## src/rtl/imem_loader.sv

```systemverilog
// imem_loader: receives a length-prefixed byte stream and writes it into
// instruction memory as little-endian 32-bit words. Intended to run while the
// core is held in reset (busy_o).
//
// Ports:
//   clk_i, rst_ni            clock, async active-low reset
//   start_i                  begin a new load session (IDLE/DONE/ERR only)
//   rx_valid_i, rx_data_i    incoming byte stream
//   rx_ready_o               byte accepted when rx_valid_i & rx_ready_o
//   we_o, waddr_o, wdata_o   one-cycle word write to instruction memory
//   busy_o, done_o, err_o    session status levels
module imem_loader #(
    parameter int unsigned IMEM_W = 13
) (
    input  logic              clk_i,
    input  logic              rst_ni,
    input  logic              start_i,
    input  logic              rx_valid_i,
    input  logic [7:0]        rx_data_i,
    output logic              rx_ready_o,
    output logic              we_o,
    output logic [IMEM_W-1:0] waddr_o,
    output logic [31:0]       wdata_o,
    output logic              busy_o,
    output logic              done_o,
    output logic              err_o
);

    localparam int unsigned WIDX_W = IMEM_W - 2;
    localparam int unsigned DEPTH  = 1 << WIDX_W;

    typedef enum logic [2:0] {
        S_IDLE,
        S_LEN_LO,
        S_LEN_HI,
        S_DATA,
        S_DONE,
        S_ERR
    } state_t;

    state_t              r_state;
    state_t              w_state_nxt;
    logic [15:0]         r_len;
    logic [WIDX_W-1:0]   r_word_idx;
    logic [1:0]          r_byte_cnt;
    logic [23:0]         r_asm;
    logic [31:0]         r_wdata;
    logic [IMEM_W-1:0]   r_waddr;
    logic                r_we;
    logic                r_rx_ready;
    logic                r_busy;
    logic                r_done;
    logic                r_err;

    logic                w_accept;
    logic                w_restart;
    logic                w_word_done;
    logic                w_last_word;
    logic                w_sess_nxt;
    logic [15:0]         w_len_full;

    // rx_ready_o is registered from the next state, so it mirrors the current state
    assign w_accept    = rx_valid_i & r_rx_ready;
    assign w_len_full  = {rx_data_i, r_len[7:0]};
    assign w_word_done = (r_state == S_DATA) && w_accept && (r_byte_cnt == 2'd3);
    assign w_last_word = (16'(r_word_idx) == (r_len - 16'd1));
    assign w_restart   = start_i &&
                         ((r_state == S_IDLE) || (r_state == S_DONE) || (r_state == S_ERR));

    // Next-state logic
    always_comb begin
        w_state_nxt = r_state;
        unique case (r_state)
            S_IDLE, S_DONE, S_ERR: begin
                if (start_i) w_state_nxt = S_LEN_LO;
            end
            S_LEN_LO: begin
                if (w_accept) w_state_nxt = S_LEN_HI;
            end
            S_LEN_HI: begin
                if (w_accept) begin
                    if (w_len_full == 16'd0)
                        w_state_nxt = S_DONE;
                    else if (32'(w_len_full) > DEPTH)
                        w_state_nxt = S_ERR;
                    else
                        w_state_nxt = S_DATA;
                end
            end
            S_DATA: begin
                if (w_word_done && w_last_word) w_state_nxt = S_DONE;
            end
            default: w_state_nxt = S_IDLE;
        endcase
        w_sess_nxt = (w_state_nxt == S_LEN_LO) || (w_state_nxt == S_LEN_HI) ||
                     (w_state_nxt == S_DATA);
    end

    // State register
    always_ff @(posedge clk_i or negedge rst_ni) begin
        if (!rst_ni) r_state <= S_IDLE;
        else         r_state <= w_state_nxt;
    end

    // Registered status outputs; done waits until the trailing write has issued
    always_ff @(posedge clk_i or negedge rst_ni) begin
        if (!rst_ni) begin
            r_rx_ready <= 1'b0;
            r_we       <= 1'b0;
            r_busy     <= 1'b0;
            r_done     <= 1'b0;
            r_err      <= 1'b0;
        end else begin
            r_rx_ready <= w_sess_nxt;
            r_we       <= w_word_done;
            r_busy     <= w_sess_nxt | w_word_done;
            r_done     <= (w_state_nxt == S_DONE) & ~w_word_done;
            r_err      <= (w_state_nxt == S_ERR);
        end
    end

    // Length capture, byte assembly and write-port registers
    always_ff @(posedge clk_i or negedge rst_ni) begin
        if (!rst_ni) begin
            r_len      <= '0;
            r_word_idx <= '0;
            r_byte_cnt <= '0;
            r_asm      <= '0;
            r_wdata    <= '0;
            r_waddr    <= '0;
        end else if (w_restart) begin
            r_len      <= '0;
            r_word_idx <= '0;
            r_byte_cnt <= '0;
            r_asm      <= '0;
        end else if (w_accept) begin
            unique case (r_state)
                S_LEN_LO: r_len[7:0]  <= rx_data_i;
                S_LEN_HI: r_len[15:8] <= rx_data_i;
                S_DATA: begin
                    r_byte_cnt <= 2'(r_byte_cnt + 2'd1);
                    unique case (r_byte_cnt)
                        2'd0: r_asm[7:0]   <= rx_data_i;
                        2'd1: r_asm[15:8]  <= rx_data_i;
                        2'd2: r_asm[23:16] <= rx_data_i;
                        default: begin
                            // partial word is kept separate so wdata_o holds between writes
                            r_wdata    <= {rx_data_i, r_asm};
                            r_waddr    <= {r_word_idx, 2'b00};
                            r_word_idx <= WIDX_W'(r_word_idx + 1'b1);
                        end
                    endcase
                end
                default: ;
            endcase
        end
    end

    assign rx_ready_o = r_rx_ready;
    assign we_o       = r_we;
    assign waddr_o    = r_waddr;
    assign wdata_o    = r_wdata;
    assign busy_o     = r_busy;
    assign done_o     = r_done;
    assign err_o      = r_err;

endmodule

```

## config.mk

```make
export PLATFORM = sky130hd
export DESIGN_NAME = imem_loader
export DESIGN_NICKNAME = d
export VERILOG_FILES = /design/src/rtl/imem_loader.sv
export SDC_FILE = /design/constraint.sdc
export NUM_CORES = 1
export LEC_CHECK = 0
export CAP_MARGIN = 20
export CORE_AREA = 3 3 114 116
export CTS_BUF_LIST = sky130_fd_sc_hd__clkbuf_8
export DETAILED_ROUTE_END_ITERATION = 8
export DIE_AREA = 0 0 117 119
export PLACE_DENSITY = 0.6
export SLEW_MARGIN = 40
export SYNTH_ARGS = -nofsm -noshare
export SYNTH_HDL_FRONTEND = slang
export SYNTH_SLANG_ARGS = --single-unit
```

## constraint.sdc

```tcl
create_clock -name clk_i -period 2.9 [get_ports clk_i]
set_input_delay 0.29 -clock clk_i [delete_from_list [all_inputs] [get_ports clk_i]]
set_output_delay 0.29 -clock clk_i [all_outputs]
set_load 0.01 [all_outputs]
```

# Yosys cells after proc, flatten, opt, wreduce, memory -nomap -nowiden
# Index checks and enable logic that the tools add are counted.
# op_classes
addsub	3
order_cmp	1
eq_ne	15
n_mux	24
bitwise_logic	6
n_reduce_logical	28
# op_table
op	n
24-bit two-way mux	3
11-bit two-way mux	4
8-bit two-way mux	5
16-bit two-way mux	2
3-bit two-way mux	6
11-bit by 16-bit == test with 1-bit output	1
16-bit by 12-bit greater-than comparator with 1-bit output, second input constant	1
16-bit logical NOT	1
16-bit by 1-bit subtractor with 16-bit output, second input constant	1
2-bit nonzero test	7
3-bit by 2-bit == test with 1-bit output, second input constant	4
3-bit == test, second input constant	4
3-bit case mux with 4 select lines	1
3-bit AND reduction	4
11-bit by 1-bit adder with 11-bit output, second input constant	1
3-bit by 1-bit == test with 1-bit output, second input constant	2
2-bit two-way mux	3
2-bit AND reduction	3
3-bit OR reduction	2
2-bit == test, second input constant	2
1-bit logical AND	4
1-bit logical OR	4
4-bit AND reduction	1
3-bit logical NOT	1
other kinds (7)	10
# word_totals
regBits	104
output_inout_bits	50
elab_cells	92

# Longest topological paths before layout
# logic_depth
ltp_word	10
ltp_mapped	8

# Worst setup path after synthesis
# OpenSTA, ideal clock, no wires.
# synth_timing
path_kind	flip-flop to flip-flop
from	reg r_len[0]
to	reg r_err (netlist: err_o)
arrival_ps	2449
setup_slack_ps	378
stages_incl_launch_ff	9
n_path_buf	0
path_cell_list	dfrtp_1 -> inv_1 -> ha_1 -> or3b_2 -> nor4_1 -> nor2_1 -> a221o_1 -> a2111oi_4 -> a2bb2oi_2
# synth_via
elab_chain_len	6
elab_cells_between_ends	11
# synth_lines
item	line_no	text
start, declared	43	logic [15:0] r_len;
start signal, assigned	138	S_LEN_LO: r_len[7:0] <= rx_data_i;
16-bit by 1-bit subtractor with 16-bit output / 16-bit by 12-bit greater-than comparator with 1-bit output (equally long branches)	66, 84	
11-bit by 16-bit == test with 1-bit output / 3-bit two-way mux (equally long branches)	66, 84	
1-bit logical AND / 3-bit two-way mux (equally long branches)	91, 82	
3-bit two-way mux, on equally long branches	91, 81	
3-bit case mux with 4 select lines *	73	unique case (r_state)
3-bit == test *	118	r_err <= (w_state_nxt == S_ERR);
end signal, assigned	118	
end, declared	53	logic r_err;
# Every way passes the cells marked *; elsewhere a longest branch is shown, timed or not.
# A chain may end at the register's enable or synchronous reset.

# Final worst setup path
# Same ends and word-level chain as after synthesis.

==> impl_results.md <==
- Path type of the worst min-delay path: in2async
- Worst slew pin tran: 0.7370 ns
- Status: complete, no violations
- Largest net degree at the start of global routing: 44
- Die Y: 119 µm
- CTS clock-pin slew for the worst setup and hold paths: 0.10 ns
- Syn Inst Count: 526
- Die Footprint: 0.01392 mm²
- Leak: 2.808 nW
- Minimum clock period after layout: 2.780 ns
- Synth top area share: 54.07%
- Tot Pwr: 5.228 mW
- Vias after detailed routing: 3862
- Final ANT Viol Nets: 0
- DP Wirelength: 8353 µm
- Setup bufs post-CTS: 0
- Nets@finish: 608
- H-tree Lvls: 3
- Critical path required time: 3.22 ns
- GRT Overall Usage: 17.56%
- Ys async rst share: 100.0%
- Layout fillers: 1163
- Final Cycle Share: 95.87%
- Final hold vios: 0
- Num CTS Buffers: 9
- Vias in the first global route: 3712
- GRT overflow: 0
- Initial DRC count: 250
- N_diodes: 0
- Chip width: 117 µm
- WP data arrival: 3.10 ns
- Fin Hold WS: 0.4003 ns
- Core area: 0.01201 mm²
- CP Max Fanout: 6
- Seq cells post-synth: 104
- Peak VDD IR: 365.6 µV
- I/O Pins: 62
- Setup crit start kind: flip-flop
- Drc violations: 0
- Port Buf Inserts: 59
- Crit Path Class: reg2reg
- Initial core utilization: 40.07%
- Synth unique cells: 57
- Fmax: 359.7 MHz
- GPL Wtd Cong: 0.9268
- Clock Latency Late Sink: 0.38 ns
- Post-Syn Area per Cell: 9.151 µm²
- CTS tree: built
- First-pass GRT wire length: 19200 µm
- Synth area leader: dfrtp_1
- # clock sinks: 104
- Slew headroom: 50.41%
- Synth Cell Area: 0.004813 mm²
- Clk buf depth: 2
- Detailed Routing Iterations Pass 1: 5
- Floorplan row count: 40
- Placed cell areas: 0.005624 mm²
- WL final: 11540 µm
- Final WS setup: 0.1198 ns
- Ranking of synthesized cells by area: dfrtp_1 (54%), nand2_1 (14%), mux2i_1 (3.1%), o21ai_1 (3.1%), nor2_1 (3.0%)
- Initial antenna violation count: 0
- Drt wl/cell: 15.57 µm
- Final count of negative-setup-slack endpoints: 0
- Worst Clk Skew: 0.01149 ns
- Clock root cell: clkbuf_8
- Top FF cell, synth: dfrtp_1
- Design Area, Final: 0.005862 mm²
- Sequential area share after synthesis: 54.07%
- Pwr dens: 891.8 mW/mm²
- Critical path endpoint category: flip-flop
- Share of cells above drive strength 1: 7.744%
- Worst slack, placed: 0.1169 ns
- Post-synth EDFFs: 0
- Slew Viols, Final: 0
- Layout area overhead: 21.78%
- Yosys warns: 0
- Via density: 5.212
- Max-cap violations: 0
power breakdown:
part / switching, mW / internal [mW]
clock: 0.522 / 0.454
combinational: 1.11 / 0.928
sequential: 0.360 / 1.86
total: 1.99 / 3.24
stage by stage:
stage           TNS [ns]  util (%)  std cells
2_1_floorplan          0         -        527
3_3_place_gp           0     46.76        724
3_5_place_dp           0     46.82        724
4_1_cts                0     48.69        741
5_1_grt        -0.001229     48.80        741
6_report               0     48.80        741
worst paths after layout:
kind	endpoint	slack, ns	startpoint	cells past startpoint
hold / removal	we_o	0.40	rst_ni	2
setup / recovery	err_o	0.12	r_len[0]	8
min in group clk_i	wdata_o[0]	0.48	r_asm[0]	2
hold reg to reg	wdata_o[0]	0.48	r_asm[0]	2
setup reg to reg	err_o	0.12	r_len[0]	8
max in group asynchronous	r_asm[23]	1.80	rst_ni	3
cell usage in the layout, fill, tap and decap left out, types with 3 or more instances in the layout:
| master | synthesis | final |
|---|---|---|
| nand2_1 | 180 | 180 |
| dfrtp_1 | 104 | 104 |
| clkdlybuf4s50_1 | 0 | 58 |
| nor2_1 | 38 | 38 |
| o21ai_1 | 30 | 30 |
| buf_4 | 2 | 16 |
| mux2i_1 | 15 | 15 |
| and3_1 | 12 | 12 |
| xnor2_1 | 11 | 11 |
| clkbuf_8 | 0 | 11 |
| a21oi_1 | 12 | 10 |
| inv_1 | 8 | 8 |
| xor2_1 | 8 | 8 |
| nor3_1 | 7 | 7 |
| nand3_1 | 8 | 7 |
| ha_1 | 7 | 7 |
| and2_1 | 5 | 5 |
| nor4_1 | 5 | 5 |
| nand2b_1 | 5 | 5 |
| a31oi_1 | 3 | 3 |
| nor2b_1 | 3 | 3 |
cells in the mapped netlist, types with 2 or more instances:
| master | number |
|---|---|
| mux2i_1 | 15 |
| xnor2_1 | 11 |
| or3_1 | 2 |
| nor2b_1 | 3 |
| nor4_1 | 5 |
| o21a_1 | 2 |
| nor3_1 | 7 |
| a21oi_1 | 12 |
| nand3_1 | 8 |
| o21ai_1 | 30 |
| a31oi_1 | 3 |
| nand4_1 | 2 |
| buf_1 | 4 |
| ha_1 | 7 |
| and3_1 | 12 |
| nor2_1 | 38 |
| dfrtp_1 | 104 |
| nand2_1 | 180 |
| buf_4 | 2 |
| o2111ai_1 | 2 |
| o211ai_1 | 2 |
| o21ai_0 | 2 |
| clkbuf_1 | 17 |
| and2_1 | 5 |
| nand2b_1 | 5 |
| inv_1 | 8 |
| xor2_1 | 8 |
state kept, by name, indices dropped and copies added, names as in the netlist:
name / flops
r_byte_cnt: 2
rx_ready_o: 1
r_word_idx: 11
done_o: 1
wdata_o: 32
r_state: 3
err_o: 1
r_len: 16
waddr_o: 11
busy_o: 1
we_o: 1
r_asm: 24
per-layer routing:
layer / GRT usage, % / routed length (µm) / vias up
met4: 5.018 / 163 / 0
met2: 25.96 / 5325 / 106
li1: - / - / 1862
met5: 0 / 0 / -
met3: 4.014 / 531 / 14
met1: 25.79 / 5517 / 1880
cell families after synthesis:
family | count (synthesis) | synth area share (%)
AND/OR/NAND/NOR | 280 | 25.58
flip-flops | 104 | 54.07
AO/OA/AOI/OAI | 66 | 8.890
buffers and inverters | 34 | 2.989
XOR/XNOR | 19 | 3.457
multiplexers | 15 | 3.119
adder cells (fa/ha/maj) | 7 | 1.820
other | 1 | 0.07791
timing repair:
item,in CTS,in global routing
gates resized for setup,0,2
hold endpoints to repair,38,0
hold buffers,1,0
endpoints found under the setup margin,0,5
area by class of cell:
type                    instances  area, µm²  area share, %
clock buffers                  11      151.4          2.583
clock inverters                 5      62.56          1.067
inverters                       9      33.78         0.5763
multi-input cells             389       2097          35.77
flip-flops and latches        104       2603          44.40
well taps                     147      183.9          3.138
repair buffers                 76      730.7          12.47
critical path: stages (launching register included):
cell and delay [ns]:
dfrtp_1 0.46, inv_1 0.08, ha_1 0.22, or3b_2 0.53
nor4_1 0.31, nor2_1 0.08, a221o_1 0.42, a2111oi_4 0.44
a2bb2oi_2 0.17
Note: power is estimated with default switching activity, not from simulation.
==> RTL change (same flow settings) <==
Register the output `err_o` once more; this adds one clock of latency there. The other outputs are not delayed to match.
--- a/src/rtl/imem_loader.sv
+++ b/src/rtl/imem_loader.sv
@@ -162,7 +162,9 @@
     assign wdata_o    = r_wdata;
     assign busy_o     = r_busy;
     assign done_o     = r_done;
-    assign err_o      = r_err;
+    always_ff @(posedge clk_i) begin
+        err_o <= r_err;
+    end
 
 endmodule
 
Formal check against the unedited RTL: not equivalent (Yosys sat finds a counterexample within 4 cycles, from zero or initial values and one cycle with rst_ni low).
==> RTL change against the original RTL <==
- setup slack better by 51 ps
- synthesized cell count is 0.19% higher
- design area hardly changed
- non-clock buffer count is 1 lower
- area after synthesis is 0.42% higher
- power is 1.0% lower
- utilization hardly changed
- wire length is 1.7% lower
- critical path depth stayed put
- sequential cell count is 1 higher
- cell count stayed put
- critical endpoint is now rx_ready_o$_DFF_PN0_
- largest power group unchanged
- highest routed layer unchanged
==> RTL change: results (changes against the original RTL) <==
| Metric | Value |
|---|---|
| Detailed placement HPWL | `8110 um (was 8350 um)` |
| Worst Setup SP | `r_len[0]$_DFFE_PN0P_ (unchanged)` |
| Ys Warns | `0 (unchanged)` |
| Worst vdd ir | `419 uV (was 366 uV)` |
| Hold Path Class | `register to register (was input pin to async pin)` |
| Drt total wl | `11300 um (was 11500 um)` |
| # Post-CTS Setup Buffers | `0 (unchanged)` |
| Pint | `3.17 mW (was 3.24 mW)` |
| Inst Count DP | `724 (unchanged)` |
| Layout cell share with drive strength beyond 1 | `7.74% (unchanged)` |
| Pre-antenna DRT Iters | `5 (unchanged)` |
| H-tree depth | `3 (unchanged)` |
| I/O Buffers | `59 (unchanged)` |
| Mapped Cells | `527 (was 526)` |
| Comb power frac | `39.2% (was 39.0%)` |
| Worst-Skew Late Latency | `380 ps (about the same)` |
| Max-slew violations | `0 (unchanged)` |
| Static Leak | `2.80 nW (was 2.81 nW)` |
| Ranking of synthesized cells by area | `dfrtp_1 (54%), nand2_1 (14%), mux2i_1 (3.1%), o21ai_1 (3.1%), nor2_1 (3.0%) (unchanged)` |
| GP Congestion | `0.921 (was 0.927)` |
| Vias in the first global route | `3618 (was 3712)` |
| Beginning of the worst hold path | `r_err$_DFF_PN0_` |
| Drt initial violations | `227 (was 250)` |
| Seq. pwr | `2.24 mW` |
| Total global-route track usage | `17.4% (was 17.6%)` |
| Pwr dens | `883 nW/um2 (was 892 nW/um2)` |
| Clk buf depth | `2 (unchanged)` |
| CTS buffer count | `9 (unchanged)` |
| Largest net degree at the start of global routing | `69 (was 44)` |
| Root Buffer Master | `clkbuf_8 (unchanged)` |
| Inserted Diodes | `0 (unchanged)` |
| Worst clock skew | `11.4 ps (was 11.5 ps)` |
| Top post-synthesis cells by count | `nand2_1 (180), dfrtp_1 (104), nor2_1 (38), o21ai_1 (30), clkbuf_1 (17) (unchanged)` |
| Final net count | `608 (unchanged)` |
| Max FO, Critical Path | `6 (unchanged)` |
| Post-synthesis sequential area ratio | `54.3% (was 54.1%)` |
| First-pass GRT wire length | `18900 um (was 19200 um)` |
| Status | `completed (unchanged)` |
| Fraction of registers with async set/reset | `99.0% (was 100%)` |
| Primary FF master, synth | `dfrtp_1 (unchanged)` |
| Initial antenna violation count | `0 (unchanged)` |
| Worst slack, placed | `63.4 ps (was 117 ps)` |
| Vias/cell | `5.12 (was 5.21)` |
| Critical Path AT | `2970 ps (was 3100 ps)` |
| Synth cell types | `58 (was 57)` |
| Max reg flops | `32 (unchanged)` |
| Routed length per instance | `15.3 um (was 15.6 um)` |
| Placement Cell Area | `5640 um2 (was 5620 um2)` |
| Clock transition at the registers of the reported paths | `100 ps (about the same)` |
| Slew @ Worst Pin | `786 ps (was 737 ps)` |
-- RTL change: layer usage --
layer / GRT usage (%) / share of wire (%) / vias up / wire length, um
met5: 0 / 0 / - / 0
met4: 5.38 / 1.3 / 0 / 146
met3: 3.10 / 5.1 / 14 / 578
met2: 25.4 / 46 / 94 / 5160
met1: 26.1 / 48 / 1818 / 5450
li1: - / - / 1866 / -
-- RTL change: path summary, 6_finish.rpt --
path,depth (start not counted),endpoint,slack (ps)
max reg2reg,8,rx_ready_o$_DFF_PN0_,170
max,8,rx_ready_o$_DFF_PN0_,170
min reg2reg,0,err_o$_DFF_P_,390
min,0,err_o$_DFF_P_,390
min in group asynchronous,2,we_o$_DFF_PN0_,410
max in group asynchronous,3,r_len[0]$_DFFE_PN0P_,1760
-- RTL change: what timing repair did --
item                                    4_1_cts  5_1_grt
endpoints found under the setup margin        0        5
hold buffers                                  1        0
endpoints found under the hold margin        36        0
gates resized for setup                       0        4
-- RTL change: final cells by class --
cell class | instances | area [um2]
fill | 1142 | 6150
sequential | 105 | 2620
multi-input combinational | 389 | 2100
timing repair buffer | 75 | 723
tap | 147 | 184
clock buffer | 11 | 151
clock inverter | 5 | 45.0
inverter | 9 | 33.8
-- RTL change: kinds of logic after synthesis --
family | count (synthesis) | synth area share [%]
other cells | 1 | 0.0776
compound gates | 66 | 8.85
simple gates | 280 | 25.5
buf+inv | 34 | 2.98
mux | 15 | 3.11
xor+xnor | 19 | 3.44
flops | 105 | 54.3
fa+ha+maj | 7 | 1.81
-- RTL change: critical path, cell delays in order, from the launching register on --
cell	delay (ps)
dfrtp_2	460
inv_1	80
ha_1	200
or3b_2	540
nor4_1	300
nor2_1	60
a221o_1	410
a2111oi_4	440
nor3b_1	120
